===== src/rtl/tex_texel_gather.sv =====
// Texel gather: queues quad headers, collects four corner beats per quad in any order,
// then presents one sampler request with the full 2x2 texel set.
`ifndef TEX_FORMAT_BITS
`define TEX_FORMAT_BITS 4
`endif
`ifndef TEX_BLEND_FRAC
`define TEX_BLEND_FRAC 8
`endif

module tex_texel_gather #(
  parameter int unsigned NUM_LANES = 4,
  parameter int unsigned REQ_TAGW  = 8,
  parameter int unsigned HDR_DEPTH = 4
) (
  input  logic                                     clk,
  input  logic                                     reset,
  input  logic                                     hdr_valid,
  input  logic [`TEX_FORMAT_BITS-1:0]              hdr_format,
  input  logic [NUM_LANES*2*`TEX_BLEND_FRAC-1:0]   hdr_blends,
  input  logic [REQ_TAGW-1:0]                      hdr_tag,
  output logic                                     hdr_ready,
  input  logic                                     mem_valid,
  input  logic [1:0]                               mem_idx,
  input  logic [NUM_LANES*32-1:0]                  mem_data,
  output logic                                     mem_ready,
  output logic                                     smp_valid,
  output logic [`TEX_FORMAT_BITS-1:0]              smp_format,
  output logic [NUM_LANES*2*`TEX_BLEND_FRAC-1:0]   smp_blends,
  output logic [NUM_LANES*4*32-1:0]                smp_data,
  output logic [REQ_TAGW-1:0]                      smp_tag,
  input  logic                                     smp_ready,
  output logic                                     dup_err
);

  localparam int unsigned FmtW   = `TEX_FORMAT_BITS;
  localparam int unsigned BlendW = NUM_LANES * 2 * `TEX_BLEND_FRAC;
  localparam int unsigned PtrW   = (HDR_DEPTH > 1) ? $clog2(HDR_DEPTH) : 1;
  localparam int unsigned CntW   = PtrW + 1;

  typedef enum logic [0:0] {StGather, StIssue} state_e;

  state_e            state_q;
  logic [3:0]        mask_q;
  logic              dup_err_q;
  logic [31:0]       texel_q [NUM_LANES][4];

  logic [FmtW-1:0]     fmt_mem   [HDR_DEPTH];
  logic [BlendW-1:0]   blend_mem [HDR_DEPTH];
  logic [REQ_TAGW-1:0] tag_mem   [HDR_DEPTH];
  logic [PtrW-1:0]     wr_ptr_q, rd_ptr_q;
  logic [CntW-1:0]     count_q;

  logic       full, empty, push, pop, beat;
  logic [3:0] idx_bit, mask_upd;

  assign full      = (count_q == CntW'(HDR_DEPTH));
  assign empty     = (count_q == '0);
  assign hdr_ready = !full;
  assign mem_ready = (state_q == StGather) && !empty;
  assign smp_valid = (state_q == StIssue);
  assign dup_err   = dup_err_q;

  assign push     = hdr_valid && !full;
  assign pop      = smp_valid && smp_ready;
  assign beat     = mem_valid && mem_ready;
  assign idx_bit  = 4'b0001 << mem_idx;
  assign mask_upd = mask_q | idx_bit;

  always_ff @(posedge clk) begin
    if (!reset) begin
      wr_ptr_q <= '0;
      rd_ptr_q <= '0;
      count_q  <= '0;
    end else begin
      if (push) wr_ptr_q <= wr_ptr_q + 1'b1;
      if (pop)  rd_ptr_q <= rd_ptr_q + 1'b1;
      if (push && !pop)      count_q <= count_q + 1'b1;
      else if (pop && !push) count_q <= count_q - 1'b1;
    end
  end

  always_ff @(posedge clk) begin
    if (push) begin
      fmt_mem[wr_ptr_q]   <= hdr_format;
      blend_mem[wr_ptr_q] <= hdr_blends;
      tag_mem[wr_ptr_q]   <= hdr_tag;
    end
  end

  always_ff @(posedge clk) begin
    if (beat) begin
      for (int l = 0; l < NUM_LANES; l++) begin
        texel_q[l][mem_idx] <= mem_data[l*32 +: 32];
      end
    end
  end

  always_ff @(posedge clk) begin
    if (!reset) begin
      state_q   <= StGather;
      mask_q    <= '0;
      dup_err_q <= 1'b0;
    end else begin
      unique case (state_q)
        StGather: begin
          if (beat) begin
            // A repeated corner overwrites its data but never advances completion.
            if (mask_q[mem_idx]) dup_err_q <= 1'b1;
            mask_q <= mask_upd;
            if (mask_upd == 4'b1111) state_q <= StIssue;
          end
        end
        StIssue: begin
          if (smp_ready) begin
            mask_q  <= '0;
            state_q <= StGather;
          end
        end
        default: state_q <= StGather;
      endcase
    end
  end

  // Request fields are forced to zero outside ISSUE so reset and idle present clean outputs.
  always_comb begin
    smp_format = '0;
    smp_blends = '0;
    smp_tag    = '0;
    smp_data   = '0;
    if (state_q == StIssue) begin
      smp_format = fmt_mem[rd_ptr_q];
      smp_blends = blend_mem[rd_ptr_q];
      smp_tag    = tag_mem[rd_ptr_q];
      for (int l = 0; l < NUM_LANES; l++) begin
        for (int c = 0; c < 4; c++) begin
          smp_data[(l*4+c)*32 +: 32] = texel_q[l][c];
        end
      end
    end
  end

endmodule


===== config.mk =====
export PLATFORM = sky130hd
export DESIGN_NAME = tex_texel_gather
export DESIGN_NICKNAME = d
export VERILOG_FILES = /design/src/rtl/tex_texel_gather.sv
export SDC_FILE = /design/constraint.sdc
export NUM_CORES = 1
export LEC_CHECK = 0
export ABC_AREA = 1
export BUFFER_PORTS_ARGS = -buffer_cell sky130_fd_sc_hd__buf_2
export CAP_MARGIN = 20
export CORE_MARGIN = 10
export CORE_UTILIZATION = 35
export DETAILED_ROUTE_END_ITERATION = 10
export SYNTH_ARGS = -nofsm -noshare
export SYNTH_HDL_FRONTEND = slang
export SYNTH_SLANG_ARGS = --single-unit

===== constraint.sdc =====
create_clock -name clk -period 23.4 [get_ports clk]
set_clock_uncertainty 0.2 [all_clocks]
set_input_delay 1.17 -clock clk [delete_from_list [all_inputs] [get_ports clk]]
set_output_delay 1.17 -clock clk [all_outputs]
set_load 0.02 [all_outputs]

==> results of run 1 <==
==> per-layer routing <==
layer | track usage [%] | vias to the layer above | wire [um]
met1 | 21.2 | 10100 | 37800
met2 | 29.4 | 766 | 47700
met3 | 5.77 | 184 | 8280
met4 | 8.79 | 14 | 3920
met5 | 0 | - | 103
li1 | - | 9968 | -
==> path summary, 6_finish.rpt <==
path	startpoint	end	slack, ns	depth (start not counted)
setup / recovery	smp_valid$_SDFF_PN0_	smp_data[296]	17.63	6
hold / removal	rd_ptr_q[0]$_SDFFE_PN0P_	flip-flop	0.29	1
setup reg to reg	smp_valid$_SDFF_PN0_	texel_q[3][50]$_DFFE_PP_	19.07	7
hold reg to reg	rd_ptr_q[0]$_SDFFE_PN0P_	flip-flop	0.29	1
==> worst register-to-register path, cell delays in order (launching register included) <==
cell and delay, ns:
dfxtp_4 0.64, inv_2 0.49, nand2_1 0.22, nor2_4 0.20, inv_1 0.18, nor2_4 0.20
buf_4 0.74, buf_4 0.97
==> layout make-up <==
cell class	count	area [sq um]
Sequential cell	831	24800
Multi-Input combinational cell	1119	4650
Clock buffer	125	2430
Clock inverter	32	263
Tap cell	1176	1470
Timing Repair Buffer	824	4210
Fill cell	8428	50500
Inverter	537	2020
Antenna cell	20	50.0
==> logic make-up (layout without fill, tap and decap cells) <==
family | Yosys count | count (layout) | share of synthesized area, %
compound gates | 249 | 249 | 3.90
flops | 831 | 831 | 77.5
simple gates | 863 | 863 | 10.2
xor+xnor | 1 | 1 | 0.0274
buf+inv | 652 | 1518 | 8.18
other cells | 0 | 20 | 0
fa+ha+maj | 6 | 6 | 0.258
==> registers in the layout, summed over array words and instances, names as in the netlist, named ones only <==
register   flops
dup_err        1
wr_ptr_q       2
smp_valid      1
mask_q         4
rd_ptr_q       2
count_q        3
tag_mem       32
texel_q      512
fmt_mem       16
blend_mem    256
==> power by group through the flow <==
stage / combinational [uW] / sequential (uW) / clock, uW
final: 115 / 1720 / 1310
after global routing: 129 / 1730 / 1400
after CTS: 118 / 1720 / 1340
after detailed placement: 118 / 1750 / 0
after global placement: 116 / 1750 / 0
after floorplan: 50.1 / 1760 / 0
==> cells in the final DEF (no fill, tap or decap), types with 4 or more instances in the layout <==
cell type and count:
a21oi_1 90, buf_2 802, buf_4 19, bufinv_16 4, clkbuf_1 33, clkbuf_16 92
clkinv_1 20, dfxtp_1 12, diode_2 20, edfxtp_1 816, ha_1 5, inv_1 534
nand2_1 544, nor2_1 306, nor2_4 8, o21ai_0 86, o21ai_1 72
==> metrics by stage <==
step                      util, %  std cells  area [sq um]
after floorplan                 -       2602         32000
after global placement       41.1       4486         37200
after detailed placement     41.1       4486         37200
after CTS                    44.1       4643         39800
after global routing         44.1       4663         39900
final                        44.1       4664         39900
==> summary.md, run 1 <==
| Metric | Value |
|---|---|
| Status | `finished clean` |
| Post-synth top cells | `edfxtp_1 (816), nand2_1 (544), inv_1 (534), nor2_1 (313), a21oi_1 (90)` |
| Share of synthesized flip-flops with an asynchronous set or reset | `0%` |
| Vias per cell | `4.50` |
| DR WL/cell | `21.0 um` |
| Crit-path max FO | `94` |
| Max frequency | `0.173 GHz` |
| Final Hold Vio Count | `0` |
| Combinational power share | `3.7%` |
| Starting Density | `35.4%` |
| Via count | `21000` |
| GRT Overall Usage | `18.0%` |
| Die height | `322 um` |
| Critical Path Max Stage Delay | `1.02 ns` |
| Sequential area share after synthesis | `77.5%` |
| DRC errors left | `0` |
| Pleak | `0.0197 uW` |
| Post-CTS sizing | `0` |
| Largest net degree at the start of global routing | `129` |
| Sequential share of power | `54.7%` |
| Core area | `90400 sq um` |
| Tightest Pin Transition | `1.11 ns` |
| TritonCTS clock tree | `built` |
| Most frequent cell after synthesis | `edfxtp_1` |
| Final WS setup | `17.63 ns` |
| Mean Syn Cell Area | `12.3 sq um` |
| Hold slack | `0.285 ns` |
| CTS Sinks | `831` |
| Row cnt | `110` |
| PortBufs | `802` |
| Clock power frac | `41.6%` |
| Post-CTS Setup Repair Bufs | `0` |
| Worst Path Arrival | `4.40 ns` |
| Dpl ws | `18.22 ns` |
| Tcrit/Tclk final | `24.6%` |
| Hold Crit Class | `reg -> reg` |
| Number of enable flip-flop cells after synthesis | `816` |
| Synth top area share | `76.5%` |
| Drt total wl | `97800 um` |
| Slew Limit Headroom | `25.9%` |
| Detail Route Antenna Nets | `0` |
| Hold Buf Count CTS | `0` |
| P_sw | `652 uW` |
| Total gr overflow | `0` |
| Worst VDD drop | `62.8 uV` |
| CP Launch Type | `flip-flop` |
| Synth Instances | `2602` |
| Overall power | `3150 uW` |
| Endpoints failing setup | `0` |
| Synth top area cells | `edfxtp_1 (77%), nand2_1 (6.4%), inv_1 (6.3%), nor2_1 (3.7%), a21oi_1 (1.4%)` |
| Fin nets | `3619` |
| Die Wd | `322 um` |
| Slowest-stage cell, CP | `dfxtp_4` |
| Cts bufs inserted | `89` |
| Synth cell types | `24` |
| DRT iter0 DRCs | `1676` |
| Synth warnings | `0` |
| Internal | `2500 uW` |
| Cell mode on critical path | `buf_4` |
| Max Slew Vio Count | `0` |
| DIE AREA | `104000 sq um` |
| Buf/Inv on CP | `5` |
| Clock transition at path regs | `0.06 ns` |
| Layout cell share with drive strength beyond 1 | `27.2%` |
| Crit Path Category | `reg -> out` |
| RD Place Congestion | `0.871` |
| Required time of the critical path | `22.03 ns` |
| RSZ-0062 raised after global routing | `false` |
| Synth Net Count | `2819` |
| Area of the mapped netlist | `32000 sq um` |
| Clk root buf | `clkbuf_16` |
| Setup crit end kind | `primary output` |
| First-pass GRT wire length | `139000 um` |
| Period minus WS final | `5.77 ns` |
| Ports | `803` |
| CP top delay family | `buffers and inverters` |
| Worst-case clock buffer depth | `3` |
| Critical-path cell list | `buf_4, buf_4, buf_4, nand2_1, inv_1, buf_2` |
| Synth Flop Type | `edfxtp_1` |
| Initial antenna violation count | `36` |
| TNS Setup | `0 ns` |
| Power Dens Cells | `78.9 nW/um^2` |
| Area grow syn2layout | `24.6%` |
| Sw frac | `20.7%` |
| Clk_lat worst skew | `0.64 ns` |
| Number of global-route vias before repair | `20500` |
| Max Cap Viol | `0` |
| H-tree Lvls | `3` |
| Initial DRT Pass Iterations | `5` |
| Synth area leader | `edfxtp_1` |
| HPWL after DPL | `67800 um` |
| #FFs+latches synth | `831` |
Power figures use the tool's default switching activity.
==> run 2, diff against run 1 <==
clock period = 5.5 ns   (was 23.4 ns; I/O delays follow)
==> summary.md, run 2 (synthesized netlist as in run 1, its figures left out) <==
| Metric | Value |
|---|---|
| Placed Cells | `4498 (was 4486)` |
| Hold Crit Class | `in -> reg (was reg -> reg)` |
| Tcrit/Tclk final | `70.8%` |
| Power Dens Cells | `333 nW/um^2 (was 78.9 nW/um^2)` |
| Vias per cell | `4.52 (was 4.50)` |
| Critical Path Max Stage Delay | `0.90 ns (was 1.02 ns)` |
| Max Slew Vio Count | `0 (unchanged)` |
| Pleak | `0.0209 uW (was 0.0197 uW)` |
| RSZ-0062 raised after global routing | `false (unchanged)` |
| PortBufs | `802 (unchanged)` |
| Slew Limit Headroom | `25.0% (was 25.9%)` |
| Status | `finished clean (unchanged)` |
| Row cnt | `110 (unchanged)` |
| Most flop-heavy register | `texel_q (unchanged)` |
| Worst Path Arrival | `3.42 ns (was 4.40 ns)` |
| Crit Path Category | `reg -> out (unchanged)` |
| Starting Density | `35.4% (unchanged)` |
| HPWL after DPL | `68700 um (was 67800 um)` |
| Layout cell share with drive strength beyond 1 | `26.7% (was 27.2%)` |
| Hold path cells | `3 (was 1)` |
| Initial DRT Pass Iterations | `5 (unchanged)` |
| Max Cap Viol | `0 (unchanged)` |
| Number of global-route vias before repair | `22000 (was 20500)` |
| Detail Route Antenna Nets | `0 (unchanged)` |
| Worst-case clock buffer depth | `3 (unchanged)` |
| Most common cell after layout, fill and taps aside | `edfxtp_1 (unchanged)` |
| Fin nets | `3842 (was 3619)` |
| FF/Latch Area | `24800 sq um (unchanged)` |
| Most frequent cells in the layout | `edfxtp_1 (816), buf_2 (802), nand2_1 (544) (unchanged)` |
| Core area | `90400 sq um (unchanged)` |
| Final Hold Vio Count | `0 (unchanged)` |
| Setup crit end kind | `primary output (unchanged)` |
| Crit-path max FO | `182 (was 94)` |
| Required time of the critical path | `5.03 ns (was 22.03 ns)` |
| Reg-to-reg slack, setup | `2.38 ns (was 19.07 ns)` |
| Fillers | `8101 (was 8428)` |
| Slowest-stage cell, CP | `dfxtp_4 (unchanged)` |
| Endpoints failing setup | `0 (unchanged)` |
| Cell area after layout | `42600 sq um (was 39900 sq um)` |
| Period minus WS final | `3.90 ns` |
| Worst VDD drop | `271 uV (was 62.8 uV)` |
| R2R depth | `6 (was 7)` |
| Via count | `22100 (was 21000)` |
| Drt total wl | `98700 um (was 97800 um)` |
| Die height | `322 um (unchanged)` |
| DRT iter0 DRCs | `1833 (was 1676)` |
| Reg-to-reg critical path endpoint | `texel_q[3][83]$_DFFE_PP_ (was texel_q[3][50]$_DFFE_PP_)` |
| TritonCTS clock tree | `built (unchanged)` |
| Clk root buf | `clkbuf_16 (unchanged)` |
| CTS Sinks | `831 (unchanged)` |
| Max frequency | `0.257 GHz` |
| Clk_lat worst skew | `0.64 ns (about the same)` |
| DR WL/cell | `20.2 um (was 21.0 um)` |
| Core Util, Final | `47.1% (was 44.1%)` |
| DRC errors left | `0 (unchanged)` |
| Fin cells | `4884 (was 4664)` |
| Cts bufs inserted | `89 (unchanged)` |
| Largest net degree at the start of global routing | `183 (was 129)` |
| Cell area after placement | `37300 sq um (was 37200 sq um)` |
| GRT Overall Usage | `18.1% (was 18.0%)` |
| RD Place Congestion | `0.870 (was 0.871)` |
| Min-delay src | `hdr_valid (was rd_ptr_q[0]$_SDFFE_PN0P_)` |
| Total gr overflow | `0 (unchanged)` |
| DIE AREA | `104000 sq um (unchanged)` |
| End of the worst hold path | `wr_ptr_q[0]$_SDFFE_PN0P_` |
| Tightest Pin Transition | `1.13 ns (was 1.11 ns)` |
| Ports | `803 (unchanged)` |
| Clock transition at path regs | `0.06 ns (about the same)` |
| CP Launch Type | `flip-flop (unchanged)` |
| H-tree Lvls | `3 (unchanged)` |
| Number of flip-flops in the largest register | `512 (unchanged)` |
| Area grow syn2layout | `32.9% (was 24.6%)` |
| Largest regs | `texel_q x512, blend_mem x256, tag_mem x32 (unchanged)` |
| Die Wd | `322 um (unchanged)` |
| Critical-path cell list | `buf_4, buf_12, nand2_1, inv_1, buf_2 (was buf_4, buf_4, buf_4, nand2_1, inv_1, buf_2)` |
| First-pass GRT wire length | `142000 um (was 139000 um)` |
| Multi-input logic area | `4660 sq um (was 4650 sq um)` |
| TNS Setup | `0 ns (unchanged)` |
| Critical R2R Launch | `smp_valid$_SDFF_PN0_ (unchanged)` |
| Initial antenna violation count | `9 (was 36)` |
-- run 2: cell types whose count changed in the layout (fill, tap and decap cells not counted), sizes merged --
| cell | before | now |
|---|---|---|
| clkinv | 24 | 35 |
| buf | 824 | 836 |
| diode | 20 | 10 |
| clkinvlp | 2 | 4 |
| clkbuf | 125 | 106 |
| bufinv | 4 | 14 |
| dlygate4sd3 | 0 | 211 |
| inv | 539 | 542 |
-- run 2: area by class of cell --
type	instances	share of cell area, %
flip-flops and latches	831	58.3
repair buffers	1047	15.3
multi-input cells	1119	10.9
clock buffers	106	5.63
inverters	537	4.74
well taps	1176	3.46
clock inverters	58	1.57
diodes	10	0.0588
-- run 2: worst max-delay path by stage --
stage / startpoint / to / slack (ns) / depth (start not counted)
final: smp_valid$_SDFF_PN0_ / smp_data[505] / 1.60 / 5
after global routing: smp_valid$_SDFF_PN0_ / smp_data[505] / 1.33 / 5
after floorplan: smp_valid$_SDFF_PN0_ / texel_q[0][0]$_DFFE_PP_ / -1.59 / 6
after detailed placement: smp_valid$_SDFF_PN0_ / smp_data[505] / 2.26 / 5
after global placement: smp_valid$_SDFF_PN0_ / smp_data[505] / 2.27 / 5
after CTS: smp_valid$_SDFF_PN0_ / smp_data[505] / 1.53 / 5
-- run 2: per-layer routing --
metal  track usage, %  vias to the layer above  part of all wire (%)
met2             31.2                      894                    50
li1                 -                    10400                     -
met4             7.44                        2                   3.3
met5                0                        -                 0.013
met1             21.4                    10600                    39
met3             4.68                      163                   7.7
-- run 2: where the power goes --
group | internal [uW] | switching [uW]
Combinational | 230 | 415
Sequential | 7260 | 69.2
Clock | 3780 | 2440
Total | 11300 | 2930
-- run 2: critical path, delay by kind of cell, from the launching register on --
kind | cells | cell delay (ns)
buf+inv | 4 | 1.35
simple gates | 1 | 0.31
flops | 1 | 0.90
-- run 2: through the flow --
stage | worst slack [ns] | power [uW] | hold slack (ns)
final | 1.60 | 14200 | 0.0730
after global routing | 1.33 | 14700 | 0.0865
after CTS | 1.53 | 14300 | 0.00341
after detailed placement | 2.26 | 7980 | 0.268
after global placement | 2.27 | 7960 | 0.253
after floorplan | -1.59 | 7700 | 0.174
-- run 2: repair_timing --
item / CTS / global route
setup buffers: 0 / 0
endpoints found under the hold margin: 840 / 0
resized for setup: 0 / 0
hold buffers: 211 / 0
